<file path="config.mk">
export PLATFORM = sky130hd
export DESIGN_NAME = i8080_target_rx
export DESIGN_NICKNAME = d
export VERILOG_FILES = /design/src/rtl/i8080_target_rx.sv
export SDC_FILE = /design/constraint.sdc
export NUM_CORES = 1
export LEC_CHECK = 0
export BUFFER_PORTS_ARGS = -buffer_cell sky130_fd_sc_hd__buf_2
export CELL_PAD_IN_SITES_DETAIL_PLACEMENT = 1
export CELL_PAD_IN_SITES_GLOBAL_PLACEMENT = 1
export CORE_MARGIN = 2
export CORE_UTILIZATION = 47
export DETAILED_ROUTE_END_ITERATION = 8
export PLACE_DENSITY_LB_ADDON = 0.1
export SLEW_MARGIN = 5
export SYNTH_ARGS = -nofsm -noshare
export SYNTH_HDL_FRONTEND = slang
export SYNTH_SLANG_ARGS = --single-unit
</file>
<file path="constraint.sdc">
create_clock -name i_clk -period 4 [get_ports i_clk]
set_input_delay 1.2 -clock i_clk [delete_from_list [all_inputs] [get_ports i_clk]]
set_output_delay 1.2 -clock i_clk [all_outputs]
set_load 0.02 [all_outputs]
</file>
<file path="src/rtl/i8080_target_rx.sv">
// Target (panel-side) end of a 16-bit 8080 parallel bus: synchronizes the host strobes,
// queues written command/data words in a show-ahead FIFO and answers reads from i_rd_word.
module i8080_target_rx #(
  parameter int DEPTH = 16,
  parameter int AW    = 4
) (
  input  logic          i_clk,
  input  logic          i_rst,
  input  logic          i_lcd_cs_n,
  input  logic          i_lcd_wr_n,
  input  logic          i_lcd_rd_n,
  input  logic          i_lcd_rs,
  input  logic          i_lcd_reset_n,
  input  logic [15:0]   i_lcd_data_in,
  output logic [15:0]   o_lcd_data_out,
  output logic          o_lcd_data_oe,
  output logic          o_rx_valid,
  input  logic          i_rx_ready,
  output logic          o_rx_is_data,
  output logic [15:0]   o_rx_word,
  input  logic [15:0]   i_rd_word,
  output logic          o_rd_ack,
  output logic [AW:0]   o_fifo_level,
  output logic          o_overflow,
  output logic          o_proto_err
);

  localparam logic [AW:0] LP_FULL  = (AW+1)'(DEPTH);
  localparam logic [AW:0] LP_EMPTY = {(AW+1){1'b0}};

  typedef enum logic [0:0] {ST_IDLE = 1'b0, ST_DRIVE = 1'b1} state_t;

  logic        r_cs_s1, r_cs_s2, r_rs_s1, r_rs_s2, r_hrst_s1, r_hrst_s2;
  logic        r_wr_s1, r_wr_s2, r_wr_s3, r_rd_s1, r_rd_s2, r_rd_s3;
  logic [15:0] r_data_s1, r_data_s2;

  logic [16:0] r_mem [DEPTH];
  logic [AW-1:0] r_wp, r_rp;
  logic [AW:0] r_level;
  logic        r_overflow, r_wr_bad, r_proto_err, r_oe, r_ack;
  logic [15:0] r_dout;
  state_t      r_state, w_state_nxt;

  logic w_clr, w_conflict, w_wr_rise, w_rd_fall, w_rd_rise;
  logic w_push_req, w_push, w_pop, w_full, w_start;
  logic [16:0] w_head;

  // Two-flop synchronizers with a third stage on the strobes for edge detection
  always_ff @(posedge i_clk) begin
    if (i_rst) begin
      r_cs_s1   <= 1'b1;  r_cs_s2   <= 1'b1;
      r_wr_s1   <= 1'b1;  r_wr_s2   <= 1'b1;  r_wr_s3 <= 1'b1;
      r_rd_s1   <= 1'b1;  r_rd_s2   <= 1'b1;  r_rd_s3 <= 1'b1;
      r_rs_s1   <= 1'b0;  r_rs_s2   <= 1'b0;
      r_hrst_s1 <= 1'b1;  r_hrst_s2 <= 1'b1;
      r_data_s1 <= 16'h0000;
      r_data_s2 <= 16'h0000;
    end else begin
      r_cs_s1   <= i_lcd_cs_n;    r_cs_s2   <= r_cs_s1;
      r_wr_s1   <= i_lcd_wr_n;    r_wr_s2   <= r_wr_s1;   r_wr_s3 <= r_wr_s2;
      r_rd_s1   <= i_lcd_rd_n;    r_rd_s2   <= r_rd_s1;   r_rd_s3 <= r_rd_s2;
      r_rs_s1   <= i_lcd_rs;      r_rs_s2   <= r_rs_s1;
      r_hrst_s1 <= i_lcd_reset_n; r_hrst_s2 <= r_hrst_s1;
      r_data_s1 <= i_lcd_data_in; r_data_s2 <= r_data_s1;
    end
  end

  assign w_clr      = i_rst | ~r_hrst_s2;
  assign w_conflict = ~r_cs_s2 & ~r_wr_s2 & ~r_rd_s2;
  assign w_wr_rise  = r_wr_s2 & ~r_wr_s3;
  assign w_rd_fall  = ~r_rd_s2 & r_rd_s3;
  assign w_rd_rise  = r_rd_s2 & ~r_rd_s3;

  // A write strobe that overlapped a WR/RD conflict is discarded on its rising edge
  assign w_push_req = w_wr_rise & ~r_cs_s2 & ~r_wr_bad;
  assign w_full     = (r_level == LP_FULL);
  assign w_pop      = (r_level != LP_EMPTY) & i_rx_ready;
  assign w_push     = w_push_req & (~w_full | w_pop);

  // FIFO pointers, occupancy and the write-side sticky state
  always_ff @(posedge i_clk) begin
    if (w_clr) begin
      r_wp       <= {AW{1'b0}};
      r_rp       <= {AW{1'b0}};
      r_level    <= LP_EMPTY;
      r_overflow <= 1'b0;
      r_wr_bad   <= 1'b0;
    end else begin
      if (w_push) r_wp <= r_wp + AW'(1'b1);
      if (w_pop)  r_rp <= r_rp + AW'(1'b1);
      case ({w_push, w_pop})
        2'b10:   r_level <= r_level + (AW+1)'(1'b1);
        2'b01:   r_level <= r_level - (AW+1)'(1'b1);
        default: r_level <= r_level;
      endcase
      if (w_push_req & w_full & ~w_pop) r_overflow <= 1'b1;
      if (w_conflict)     r_wr_bad <= 1'b1;
      else if (w_wr_rise) r_wr_bad <= 1'b0;
    end
  end

  // FIFO storage, {rs, data}
  always_ff @(posedge i_clk) begin
    if (w_push & ~w_clr) r_mem[r_wp] <= {r_rs_s2, r_data_s2};
  end

  assign w_head = (r_level != LP_EMPTY) ? r_mem[r_rp] : 17'h00000;

  // Read FSM next state; a conflict blocks a new read but not one already driving
  always_comb begin
    w_state_nxt = r_state;
    w_start     = 1'b0;
    if (w_clr) begin
      w_state_nxt = ST_IDLE;
    end else begin
      case (r_state)
        ST_IDLE: begin
          if (w_rd_fall & ~r_cs_s2 & ~w_conflict) begin
            w_state_nxt = ST_DRIVE;
            w_start     = 1'b1;
          end else begin
            w_state_nxt = ST_IDLE;
          end
        end
        ST_DRIVE: begin
          if (w_rd_rise | r_cs_s2) w_state_nxt = ST_IDLE;
          else                     w_state_nxt = ST_DRIVE;
        end
        default: w_state_nxt = ST_IDLE;
      endcase
    end
  end

  // Read FSM state register and registered bus-side outputs
  always_ff @(posedge i_clk) begin
    if (w_clr) begin
      r_state     <= ST_IDLE;
      r_oe        <= 1'b0;
      r_ack       <= 1'b0;
      r_dout      <= 16'h0000;
      r_proto_err <= 1'b0;
    end else begin
      r_state <= w_state_nxt;
      r_oe    <= (w_state_nxt == ST_DRIVE);
      r_ack   <= w_start;
      if (w_start)    r_dout      <= i_rd_word;
      if (w_conflict) r_proto_err <= 1'b1;
    end
  end

  assign o_lcd_data_out = r_dout;
  assign o_lcd_data_oe  = r_oe;
  assign o_rd_ack       = r_ack;
  assign o_rx_valid     = (r_level != LP_EMPTY);
  assign o_rx_is_data   = w_head[16];
  assign o_rx_word      = w_head[15:0];
  assign o_fifo_level   = r_level;
  assign o_overflow     = r_overflow;
  assign o_proto_err    = r_proto_err;

endmodule

</file>
==> results of run 1 <==
## routing by layer
metal	vias up	GRT usage
met2	203	0.3658
met3	69	0.03479
li1	3072	-
met4	0	0.07965
met5	-	0
met1	3635	0.2847
## worst max-delay path, stage by stage (launching register included)
cell and delay (ns):
sky130_fd_sc_hd__dfxtp_2 0.50, sky130_fd_sc_hd__buf_12 0.33, sky130_fd_sc_hd__buf_4 0.33, sky130_fd_sc_hd__mux4_2 0.34, sky130_fd_sc_hd__mux2i_1 0.24, sky130_fd_sc_hd__o22ai_1 0.11, sky130_fd_sc_hd__buf_2 0.17
## power by group through the flow
stage | Clock [mW] | Sequential, mW | Combinational, mW
3_3_place_gp | 0 | 4.21 | 1.91
4_1_cts | 3.55 | 4.15 | 1.97
5_1_grt | 3.68 | 4.16 | 2.12
6_report | 3.48 | 4.15 | 1.96
2_1_floorplan | 0 | 4.15 | 1.45
3_5_place_dp | 0 | 4.23 | 1.95
## cell usage in the layout, fill, tap and decap left out, types with 5 or more instances in the layout
master                        n
sky130_fd_sc_hd__nand2b_1     7
sky130_fd_sc_hd__dfxtp_1     79
sky130_fd_sc_hd__clkinv_2     8
sky130_fd_sc_hd__mux2i_1     38
sky130_fd_sc_hd__ha_1         7
sky130_fd_sc_hd__buf_12       7
sky130_fd_sc_hd__inv_1        7
sky130_fd_sc_hd__buf_4       27
sky130_fd_sc_hd__buf_2       82
sky130_fd_sc_hd__nor2b_1     36
sky130_fd_sc_hd__nand2_1     38
sky130_fd_sc_hd__clkbuf_16   39
sky130_fd_sc_hd__nor4_2       5
sky130_fd_sc_hd__nor2_1      19
sky130_fd_sc_hd__edfxtp_1   272
sky130_fd_sc_hd__mux4_2      68
sky130_fd_sc_hd__o22ai_1     17
sky130_fd_sc_hd__or2_2       10
sky130_fd_sc_hd__a21oi_1     22
sky130_fd_sc_hd__clkbuf_8     7
sky130_fd_sc_hd__and2_1       9
sky130_fd_sc_hd__clkbuf_1     7
## Yosys cell counts, drive strengths merged, types with 3 or more instances
| cell | n | share of area |
|---|---|---|
| a211oi | 4 | 0.0023 |
| a21oi | 22 | 0.0083 |
| a31oi | 3 | 0.0014 |
| and2 | 10 | 0.0047 |
| buf | 16 | 0.0070 |
| clkbuf | 26 | 0.0073 |
| dfxtp | 82 | 0.12 |
| edfxtp | 272 | 0.61 |
| ha | 7 | 0.0066 |
| inv | 7 | 0.0020 |
| mux2i | 39 | 0.030 |
| mux4 | 68 | 0.12 |
| nand2 | 38 | 0.011 |
| nand2b | 7 | 0.0033 |
| nand3 | 3 | 0.0011 |
| nor2 | 22 | 0.0062 |
| nor2b | 36 | 0.017 |
| nor3 | 4 | 0.0015 |
| nor4 | 6 | 0.0040 |
| o21ai | 4 | 0.0018 |
| o22ai | 17 | 0.0080 |
| or2 | 10 | 0.0047 |
| xnor2 | 4 | 0.0026 |
| xor2 | 3 | 0.0020 |
## cell type report
cell class	count	share of cell area
clock buffers	54	0.07057
clock inverters	15	0.009922
inverters	7	0.001680
multi-input cells	328	0.2117
flip-flops and latches	354	0.6277
well taps	378	0.03024
repair buffers	116	0.04817
## metrics by stage
step                      hold slack (ns)  setup slack, ns  power, mW
after floorplan                    0.3895         -0.09759      5.600
after global placement             0.3928           0.6889      6.122
after detailed placement           0.3997           0.6593      6.180
after CTS                          0.4137          0.09675      9.668
after global routing               0.4193          0.04264      9.963
final                              0.4106           0.2517      9.582
## final timing paths
kind	start	endpoint	cells after the start
max	register	o_rx_word[9]	6
min	r_rd_s1	r_rd_s2	1
max reg2reg	r_cs_s2	r_mem[7][7]	5
min reg2reg	r_rd_s1	r_rd_s2	1
## registers in the layout (all words and copies together) (netlist names), 4 cells and up, named ones only
register	flops
o_fifo_level	5
o_lcd_data_out	16
r_data_s1	16
r_data_s2	16
r_mem	272
r_rp	4
r_wp	4
## cell families after synthesis
group | after synthesis | synth area share
AOI/OAI and AO/OA | 62 | 0.02992
xor gates and xnor gates | 7 | 0.004611
adders and majority gates | 7 | 0.006586
buffers and inverters | 49 | 0.01628
DFF | 354 | 0.7377
muxes | 107 | 0.1455
and+or+nand+nor | 145 | 0.05947
==> reports/qor.txt, run 1 <==
GLOBAL ROUTE
------------------------------------------------------------------------------------------------------
First-pass GRT wire length                                                                    46040 um
Overall Global Routing Usage                                                                    0.2163
Number of global-route vias before repair                                                         7363
Global route overflow                                                                                0
Largest net degree at the start of global routing                                                   47
Number of antenna violations at the first check in global routing                                    0

DRT
------------------------------------------------------------------------------------------------------
DR WL/cell                                                                                    24.98 um
Total length of routed met2 wires                                                             15750 um
DRC violations left                                                                                  0
Via count                                                                                         6979
Number of optimization iterations in the first detailed-route pass                                   5
Routed length on met1                                                                         12960 um
Post-detailed-route count of antenna-violating nets                                                  0
Detailed route wirelength on metal3                                                            1554 um
Via density                                                                                      5.574
Final routed wirelength across all metal layers                                               31280 um
Number of DRC markers in iteration 0                                                               591
Highest signal layer in the routed design                                                         met4

POWER
------------------------------------------------------------------------------------------------------
IR drop worst, VDD                                                                         0.0003886 V
Portion of total power attributed to sequential cells                                            0.433
Internal                                                                                      6.999 mW
Net switching power of the design                                                             2.584 mW
Total power density per cell area                                                         612.8 nW/um2
Switching Fraction                                                                              0.2696
Portion of total power attributed to the clock network                                           0.363
Combinational cell fraction of total power                                                       0.204
Standby leakage power                                                                         4.981 nW

PLACEMENT
------------------------------------------------------------------------------------------------------
Cell count after placement                                                                        1181
Dpl hpwl                                                                                      18390 um
Placed instance area                                                                         14360 um2
Final weighted congestion of routability-driven global placement                                0.7670
Number of input and output port buffers inserted                                                    82

SYNTHESIS
------------------------------------------------------------------------------------------------------
Number of enable flip-flop cells after synthesis                                                   272
Synthesized net count                                                                              778
Mapped Area                                                                                  13300 um2
Average cell area after synthesis                                                            18.19 um2
Distinct cell type count of the synthesized netlist                                                 50
Number of warnings reported in the yosys synthesis log                                               0
Share of synthesized flip-flops with an asynchronous set or reset                                    0
Post-synthesis cell count                                                                          731
Sequential-to-total area share from yosys stat                                                  0.7377
Yosys reg bits                                                                                     354
Top_reg_cell synth                                                                        sky130_fd_sc_hd__edfxtp_1

DIE
------------------------------------------------------------------------------------------------------
Rows                                                                                                61
Core Region                                                                                  27860 um2
Starting density of the core                                                                    0.4773
Die Height                                                                                    172.2 um
Chip Width                                                                                    172.2 um
# IOs                                                                                               83
Area enclosed by the die boundary                                                            29650 um2

CELLS AND AREA
------------------------------------------------------------------------------------------------------
NumNets Final                                                                                      892
Count of placed standard cells in the final layout, fillers left out                              1252
Design area                                                                                  15640 um2
Proportion of layout cells with a drive suffix above 1                                          0.3112
Antenna diode count                                                                                  0
Total area of multi-input combinational cells                                                 3311 um2
Fill count                                                                                        2491
Area added between synthesis and finish                                                         17.60%
Finished Core Util                                                                              0.5613
Total area of sequential cells                                                                9816 um2

TIMING
------------------------------------------------------------------------------------------------------
Setup TNS after final layout                                                                      0 ns
Final setup violation count                                                                          0
Tightest slew margin relative to the limit                                                      0.3288
Minimum clock period after layout                                                             3.748 ns
Worst setup skew after layout                                                               0.01017 ns
Fmax                                                                                         266.8 MHz
Final clock period utilization by the worst path                                                0.9371
Max-slew violation count                                                                             0
Actual transition at the worst max-transition pin                                             1.004 ns
Final hold violations                                                                                0
Unrepaired setup endpoints after global routing                                                  false

CTS
------------------------------------------------------------------------------------------------------
Largest buffer count on any clock path                                                               3
Clock transition at the register clock pins on the worst setup and hold paths after CTS        0.06 ns
Setup Buffers After CTS                                                                              0
Number of H-tree branching levels                                                                    2
Post-cts gate resize count                                                                           0
Worst skew pair latency                                                                        0.51 ns
TritonCTS sink count                                                                               354
TritonCTS clock tree                                                                             built
CTS Root Cell                                                                             sky130_fd_sc_hd__clkbuf_16
Number of CTS-inserted buffers                                                                      38
Number of hold buffers added after cts                                                               0

CRITICAL PATH
------------------------------------------------------------------------------------------------------
Largest fanout on the critical path                                                                 46
Worst EP required                                                                              2.80 ns
Arrival time of data at the critical path endpoint                                             2.55 ns
Worst Setup Start Kind                                                                        register
FF-to-FF setup slack                                                                           1.34 ns
Type of the setup path with the least slack                                               register to output port
Critical Path Sink Type                                                                    output port

HOLD PATH
------------------------------------------------------------------------------------------------------
Path type of the worst min-delay path                                                     register to register

FLOW RUN
------------------------------------------------------------------------------------------------------
Number of max-cap violations                                                                         0

STATUS
------------------------------------------------------------------------------------------------------
Result of the run                                                                         finished, final reports clean

Power figures use the tool's default switching activity.
==> run 2: changes to the inputs <==
REMOVE_ABC_BUFFERS = 1   (was not set)
==> run 2 against run 1 <==
  * Setup slack better by 0.022 ns
  * Design area is 0.66% lower
  * Combinational power down 2%
  * Clock-buffer cell count unchanged
  * Sequential share of layout area is 0.42 points higher
  * Largest cell class unchanged
  * Clock skew is 0.0040 ns higher
  * Clock power shrank 6.9%
==> reports/qor.txt, run 2 (synthesis results as in run 1) <==
TIMING
------------------------------------------------------------------------------------------------------
Tightest slew margin relative to the limit                                                      0.4409   +0.1122
Max-slew violation count                                                                             0   unchanged
Worst setup skew after layout                                                               0.01420 ns   +0.004032 ns
Unrepaired setup endpoints after global routing                                                  false
Actual transition at the worst max-transition pin                                            0.8364 ns   -0.1678 ns
Worst path setup slack after routing                                                         0.2738 ns   +0.02205 ns
Minimum clock period after layout                                                             3.726 ns   -0.02205 ns
Fmax                                                                                         268.4 MHz   +0.59%
Setup TNS after final layout                                                                      0 ns   unchanged
Hold_ws                                                                                      0.4106 ns   -0.00007700 ns
Final hold violations                                                                                0   unchanged
Final setup violation count                                                                          0   unchanged
Final clock period utilization by the worst path                                                0.9316   -0.005511

DIE
------------------------------------------------------------------------------------------------------
# IOs                                                                                               83   unchanged
Chip Width                                                                                    172.2 um   unchanged
Starting density of the core                                                                    0.4773   unchanged
Die Height                                                                                    172.2 um   unchanged
Area enclosed by the die boundary                                                            29650 um2   unchanged
Core Region                                                                                  27860 um2   unchanged
Rows                                                                                                61   unchanged

CTS
------------------------------------------------------------------------------------------------------
Number of CTS-inserted buffers                                                                      38   unchanged
Clock transition at the register clock pins on the worst setup and hold paths after CTS        0.06 ns   about the same
TritonCTS sink count                                                                               354   unchanged
Number of hold buffers added after cts                                                               0   unchanged
Post-cts gate resize count                                                                           0   unchanged
Number of H-tree branching levels                                                                    2   unchanged
CTS Root Cell                                                                             sky130_fd_sc_hd__clkbuf_16
Setup Buffers After CTS                                                                              0   unchanged
Worst skew pair latency                                                                        0.52 ns   about the same
TritonCTS clock tree                                                                             built
Largest buffer count on any clock path                                                               3   unchanged

POWER
------------------------------------------------------------------------------------------------------
IR drop worst, VDD                                                                         0.0002980 V   -23%
Combinational cell fraction of total power                                                       0.206   +0.002
Total power density per cell area                                                         600.5 nW/um2   -2.0%
Standby leakage power                                                                         4.908 nW   -1.4%
Net switching power of the design                                                             2.565 mW   -0.73%
Internal                                                                                      6.763 mW   -3.4%
Total Power                                                                                   9.328 mW   -2.7%
Portion of total power attributed to the clock network                                           0.348   -0.015
Portion of total power attributed to sequential cells                                            0.447   +0.014
Switching Fraction                                                                              0.2749   +0.005326

GLOBAL ROUTE
------------------------------------------------------------------------------------------------------
Number of antenna violations at the first check in global routing                                    0   unchanged
Overall Global Routing Usage                                                                    0.2069   -0.009416
Largest net degree at the start of global routing                                                   46   -2.1%
Global route overflow                                                                                0   unchanged
Number of global-route vias before repair                                                         7287   -1.0%
First-pass GRT wire length                                                                    44360 um   -3.6%

CELLS AND AREA
------------------------------------------------------------------------------------------------------
Fill count                                                                                        2549   +2.3%
Count of placed standard cells in the final layout, fillers left out                              1251   -0.080%
Design area                                                                                  15530 um2   -0.66%
NumNets Final                                                                                      891   -0.11%
Largest register FFs                                                                               272   unchanged
Proportion of layout cells with a drive suffix above 1                                          0.2921   -0.01912
Total area of sequential cells                                                                9816 um2   unchanged
Total area of multi-input combinational cells                                                 3303 um2   -0.23%
Largest register by flop count                                                                   r_mem
Commonest non-fill, non-tap cell in the layout                                            sky130_fd_sc_hd__edfxtp_1
Commonest cells after routing, fill and taps aside                                        sky130_fd_sc_hd__edfxtp_1 (272), sky130_fd_sc_hd__buf_2 (82), sky130_fd_sc_hd__dfxtp_1 (79), sky130_fd_sc_hd__mux4_2 (68), sky130_fd_sc_hd__clkbuf_16 (39)
Area added between synthesis and finish                                                         16.81%
Finished Core Util                                                                              0.5576   -0.003727
Antenna diode count                                                                                  0   unchanged

PLACEMENT
------------------------------------------------------------------------------------------------------
Worst Setup Slack post-DPL                                                                   0.7630 ns   +0.1037 ns
Final weighted congestion of routability-driven global placement                                0.8351   +8.9%
Cell count after placement                                                                        1182   +0.085%
Number of input and output port buffers inserted                                                    82   unchanged
Placed instance area                                                                         14390 um2   +0.17%
Dpl hpwl                                                                                      17310 um   -5.9%

CRITICAL PATH
------------------------------------------------------------------------------------------------------
Arrival time of data at the critical path endpoint                                             2.53 ns   -0.02 ns
Largest fanout on the critical path                                                                 17   -63%
Worst EP required                                                                              2.80 ns   about the same
Worst Setup Start Kind                                                                        register
Critical Path Sink Type                                                                    output port
Type of the setup path with the least slack                                               register to output port

FLOW RUN
------------------------------------------------------------------------------------------------------
Number of max-cap violations                                                                         0   unchanged

STATUS
------------------------------------------------------------------------------------------------------
Result of the run                                                                         finished, final reports clean

DRT
------------------------------------------------------------------------------------------------------
Via density                                                                                      5.463   -2.0%
Via count                                                                                         6834   -2.1%
Post-detailed-route count of antenna-violating nets                                                  0   unchanged
Number of DRC markers in iteration 0                                                               510   -14%
Number of optimization iterations in the first detailed-route pass                                   5   unchanged
DRC violations left                                                                                  0   unchanged
DR WL/cell                                                                                    23.49 um   -6.0%
Final routed wirelength across all metal layers                                               29380 um   -6.1%

HOLD PATH
------------------------------------------------------------------------------------------------------
Path type of the worst min-delay path                                                     register to register

-- run 2: cell types whose count changed in the layout (fill, tap and decap cells not counted), moves of 3 or more --
cell | before | now
sky130_fd_sc_hd__clkinv_1 | 2 | 8
sky130_fd_sc_hd__nor2_2 | 3 | 0
sky130_fd_sc_hd__clkbuf_1 | 7 | 14
sky130_fd_sc_hd__nor2_1 | 19 | 22
sky130_fd_sc_hd__clkinv_2 | 8 | 3
sky130_fd_sc_hd__clkbuf_8 | 7 | 1
sky130_fd_sc_hd__buf_4 | 27 | 24
-- run 2: worst paths after layout --
path              startpoint      endpoint  slack [ns]  cells after the start
min reg2reg        r_hrst_s1     r_hrst_s2        0.41                      1
min                r_hrst_s1     r_hrst_s2        0.41                      1
max          o_fifo_level[1]  o_rx_word[6]        0.27                      6
max reg2reg          r_cs_s2   r_mem[5][1]        1.28                      5
-- run 2: power by group through the flow --
stage	Combinational, mW	Sequential (mW)	Clock, mW
floorplan	1.21	4.34	0
global placement	1.91	4.24	0
detailed placement	1.94	4.25	0
CTS	1.95	4.17	3.31
global route	2.05	4.19	3.45
finish	1.92	4.17	3.24
-- run 2: critical path, stage by stage, from the launching register on --
cell and delay, ns:
sky130_fd_sc_hd__dfxtp_1 0.43, sky130_fd_sc_hd__nor4_4 0.51, sky130_fd_sc_hd__nand2_1 0.18, sky130_fd_sc_hd__nand2b_1 0.10, sky130_fd_sc_hd__buf_4 0.34, sky130_fd_sc_hd__o22ai_1 0.23, sky130_fd_sc_hd__buf_2 0.21
-- run 2: cell type report --
type | count | area share
sequential | 354 | 0.6319
clock inverter | 15 | 0.006605
clock buffer | 54 | 0.06710
tap | 378 | 0.03045
inverter | 7 | 0.001692
timing repair buffer | 115 | 0.04962
multi-input combinational | 328 | 0.2126
-- run 2: layer usage --
metal	vias up	share of wire	track usage
li1	3077	-	-
met1	3563	0.44	0.2836
met2	155	0.50	0.3497
met3	39	0.046	0.03250
met4	0	0.018	0.05188
met5	-	0	0
==> run 3: changes to the inputs <==
CORE_UTILIZATION = 52   (was 47)
clock period = 4.17 ns   (was 4 ns; I/O delays follow)
==> run 3 against run 2 <==
  * Combinational power is 5% lower
  * Largest cell class unchanged
  * Clock skew is 0.0045 ns higher
  * Cell count is 4.4% lower
  * Design area is 0.94% lower
  * Setup slack better by 0.063 ns
  * Die area is 9.4% lower
  * First-iteration DRC count is 4.5% lower
  * Global-route usage is 2.4 points higher
  * Total power is 4.2% lower
  * Worst hold slack better by 0.0056 ns
  * Sequential power is 4% lower
==> reports/qor.txt, run 3 (synthesis results as in run 1) <==
TIMING
------------------------------------------------------------------------------------------------------
Worst setup skew after layout                                                               0.01870 ns   +0.004499 ns
Tightest slew margin relative to the limit                                                      0.4777   +0.03675
Unrepaired setup endpoints after global routing                                                  false
Final hold violations                                                                                0   unchanged
Minimum clock period after layout                                                             3.833 ns
Setup TNS after final layout                                                                      0 ns   unchanged
Worst path setup slack after routing                                                         0.3366 ns   +0.06285 ns
Actual transition at the worst max-transition pin                                            0.7814 ns   -0.05499 ns
Max-slew violation count                                                                             0   unchanged
Final setup violation count                                                                          0   unchanged
Final clock period utilization by the worst path                                                0.9193
Fmax                                                                                         260.9 MHz

GLOBAL ROUTE
------------------------------------------------------------------------------------------------------
Overall Global Routing Usage                                                                    0.2304   +0.02353
Global route overflow                                                                                0   unchanged
Number of global-route vias before repair                                                         7422   +1.9%
Number of antenna violations at the first check in global routing                                    0   unchanged
Largest net degree at the start of global routing                                                   46   unchanged
First-pass GRT wire length                                                                    45280 um   +2.1%

DIE
------------------------------------------------------------------------------------------------------
Rows                                                                                                58   -4.9%
Die Height                                                                                    163.9 um   -4.8%
# IOs                                                                                               83   unchanged
Area enclosed by the die boundary                                                            26870 um2   -9.4%
Chip Width                                                                                    163.9 um   -4.8%
Starting density of the core                                                                    0.5296   +0.05226
Core Region                                                                                  25110 um2   -9.9%

CTS
------------------------------------------------------------------------------------------------------
Worst skew pair latency                                                                        0.51 ns   about the same
TritonCTS clock tree                                                                             built
Clock transition at the register clock pins on the worst setup and hold paths after CTS        0.06 ns   about the same
Largest buffer count on any clock path                                                               3   unchanged
Post-cts gate resize count                                                                           0   unchanged
Number of CTS-inserted buffers                                                                      37   -2.6%
TritonCTS sink count                                                                               354   unchanged
Setup Buffers After CTS                                                                              0   unchanged
Number of hold buffers added after cts                                                               0   unchanged
CTS Root Cell                                                                             sky130_fd_sc_hd__clkbuf_16
Number of H-tree branching levels                                                                    2   unchanged

CRITICAL PATH
------------------------------------------------------------------------------------------------------
Number of cells traversed by the worst register-to-register path                                     8   +3
Arrival time of data at the critical path endpoint                                             2.58 ns   +0.05 ns
Worst Setup Start Kind                                                                        register
Type of the setup path with the least slack                                               register to output port
Worst EP required                                                                              2.92 ns   +0.12 ns
Critical Path Sink Type                                                                    output port
Largest fanout on the critical path                                                                 10   -7

CELLS AND AREA
------------------------------------------------------------------------------------------------------
Largest register by flop count                                                                   r_mem
Largest register FFs                                                                               272   unchanged
NumNets Final                                                                                      885   -0.67%
Commonest non-fill, non-tap cell in the layout                                            sky130_fd_sc_hd__edfxtp_1
Design area                                                                                  15390 um2   -0.94%
Fill count                                                                                        2261   -11%
Area added between synthesis and finish                                                         15.71%
Proportion of layout cells with a drive suffix above 1                                          0.2921   about the same
Commonest cells after routing, fill and taps aside                                        sky130_fd_sc_hd__edfxtp_1 (272), sky130_fd_sc_hd__buf_2 (82), sky130_fd_sc_hd__dfxtp_1 (79), sky130_fd_sc_hd__mux4_2 (68), sky130_fd_sc_hd__clkbuf_16 (39)
Antenna diode count                                                                                  0   unchanged

STATUS
------------------------------------------------------------------------------------------------------
Result of the run                                                                         finished, final reports clean

HOLD PATH
------------------------------------------------------------------------------------------------------
Hold Path Depth                                                                                      1   unchanged
Path type of the worst min-delay path                                                     register to register

DRT
------------------------------------------------------------------------------------------------------
Post-detailed-route count of antenna-violating nets                                                  0   unchanged
DR WL/cell                                                                                    24.93 um   +6.1%
Final routed wirelength across all metal layers                                               29810 um   +1.5%
Number of optimization iterations in the first detailed-route pass                                   5   unchanged
Number of DRC markers in iteration 0                                                               487   -4.5%
DRC violations left                                                                                  0   unchanged
Via density                                                                                      5.745   +5.2%
Via count                                                                                         6871   +0.54%

POWER
------------------------------------------------------------------------------------------------------
IR drop worst, VDD                                                                         0.0004133 V   +39%
Standby leakage power                                                                         4.883 nW   -0.53%
Total power density per cell area                                                         580.8 nW/um2   -3.3%

PLACEMENT
------------------------------------------------------------------------------------------------------
Final weighted congestion of routability-driven global placement                                0.7479   -10%
Placed instance area                                                                         14230 um2   -1.1%
Dpl hpwl                                                                                      17160 um   -0.88%
Worst Setup Slack post-DPL                                                                   0.8516 ns   +0.08863 ns
Number of input and output port buffers inserted                                                    82   unchanged

FLOW RUN
------------------------------------------------------------------------------------------------------
Number of max-cap violations                                                                         0   unchanged

run 3: final timing paths:
kind | slack [ns] | endpoint | from
hold reg to reg | 0.42 | r_hrst_s2 | r_hrst_s1
setup / recovery | 0.34 | o_rx_word[8] | o_fifo_level[1]
hold / removal | 0.42 | r_hrst_s2 | r_hrst_s1
setup reg to reg | 1.47 | o_fifo_level[4] | r_cs_s2
run 3: area by class of cell:
| class | count | area, um2 | area share |
|---|---|---|---|
| sequential | 354 | 9816 | 0.6379 |
| clock inverter | 11 | 77.57 | 0.005041 |
| multi-input combinational | 328 | 3303 | 0.2147 |
| inverter | 7 | 26.28 | 0.001708 |
| tap | 330 | 412.9 | 0.02683 |
| clock buffer | 56 | 1081 | 0.07026 |
| timing repair buffer | 110 | 670.6 | 0.04358 |
run 3: report_power, final:
part           switching (mW)  leakage, nW  total, mW  internal, mW
Sequential              0.150         2.94       3.99          3.84
Clock                    1.27        0.570       3.12          1.85
Combinational           0.996         1.37       1.83         0.833
Total                    2.42         4.88       8.94          6.52
run 3: critical path: stages, from the launching register on:
cell	delay (ns)
sky130_fd_sc_hd__dfxtp_1	0.42
sky130_fd_sc_hd__nor4_4	0.52
sky130_fd_sc_hd__nand2_1	0.17
sky130_fd_sc_hd__nand2_1	0.36
sky130_fd_sc_hd__buf_4	0.29
sky130_fd_sc_hd__o22ai_1	0.13
sky130_fd_sc_hd__buf_2	0.19
run 3: per-layer routing:
layer,global-route usage,wire length [um]
met4,0.07177,727
met1,0.3118,12670
met3,0.04722,1707
met2,0.3801,14700
met5,0,0
run 3: per-stage QoR:
stage          cells  hold WS, ns  utilization  power (mW)
3_3_place_gp    1129       0.3933       0.5667       5.847
4_1_cts         1196       0.4189       0.6128       9.032
5_1_grt         1196       0.4329       0.6128       9.275
3_5_place_dp    1129       0.4050       0.5667       5.907
2_1_floorplan    689       0.3895            -       5.324
6_report        1196       0.4161       0.6128       8.937
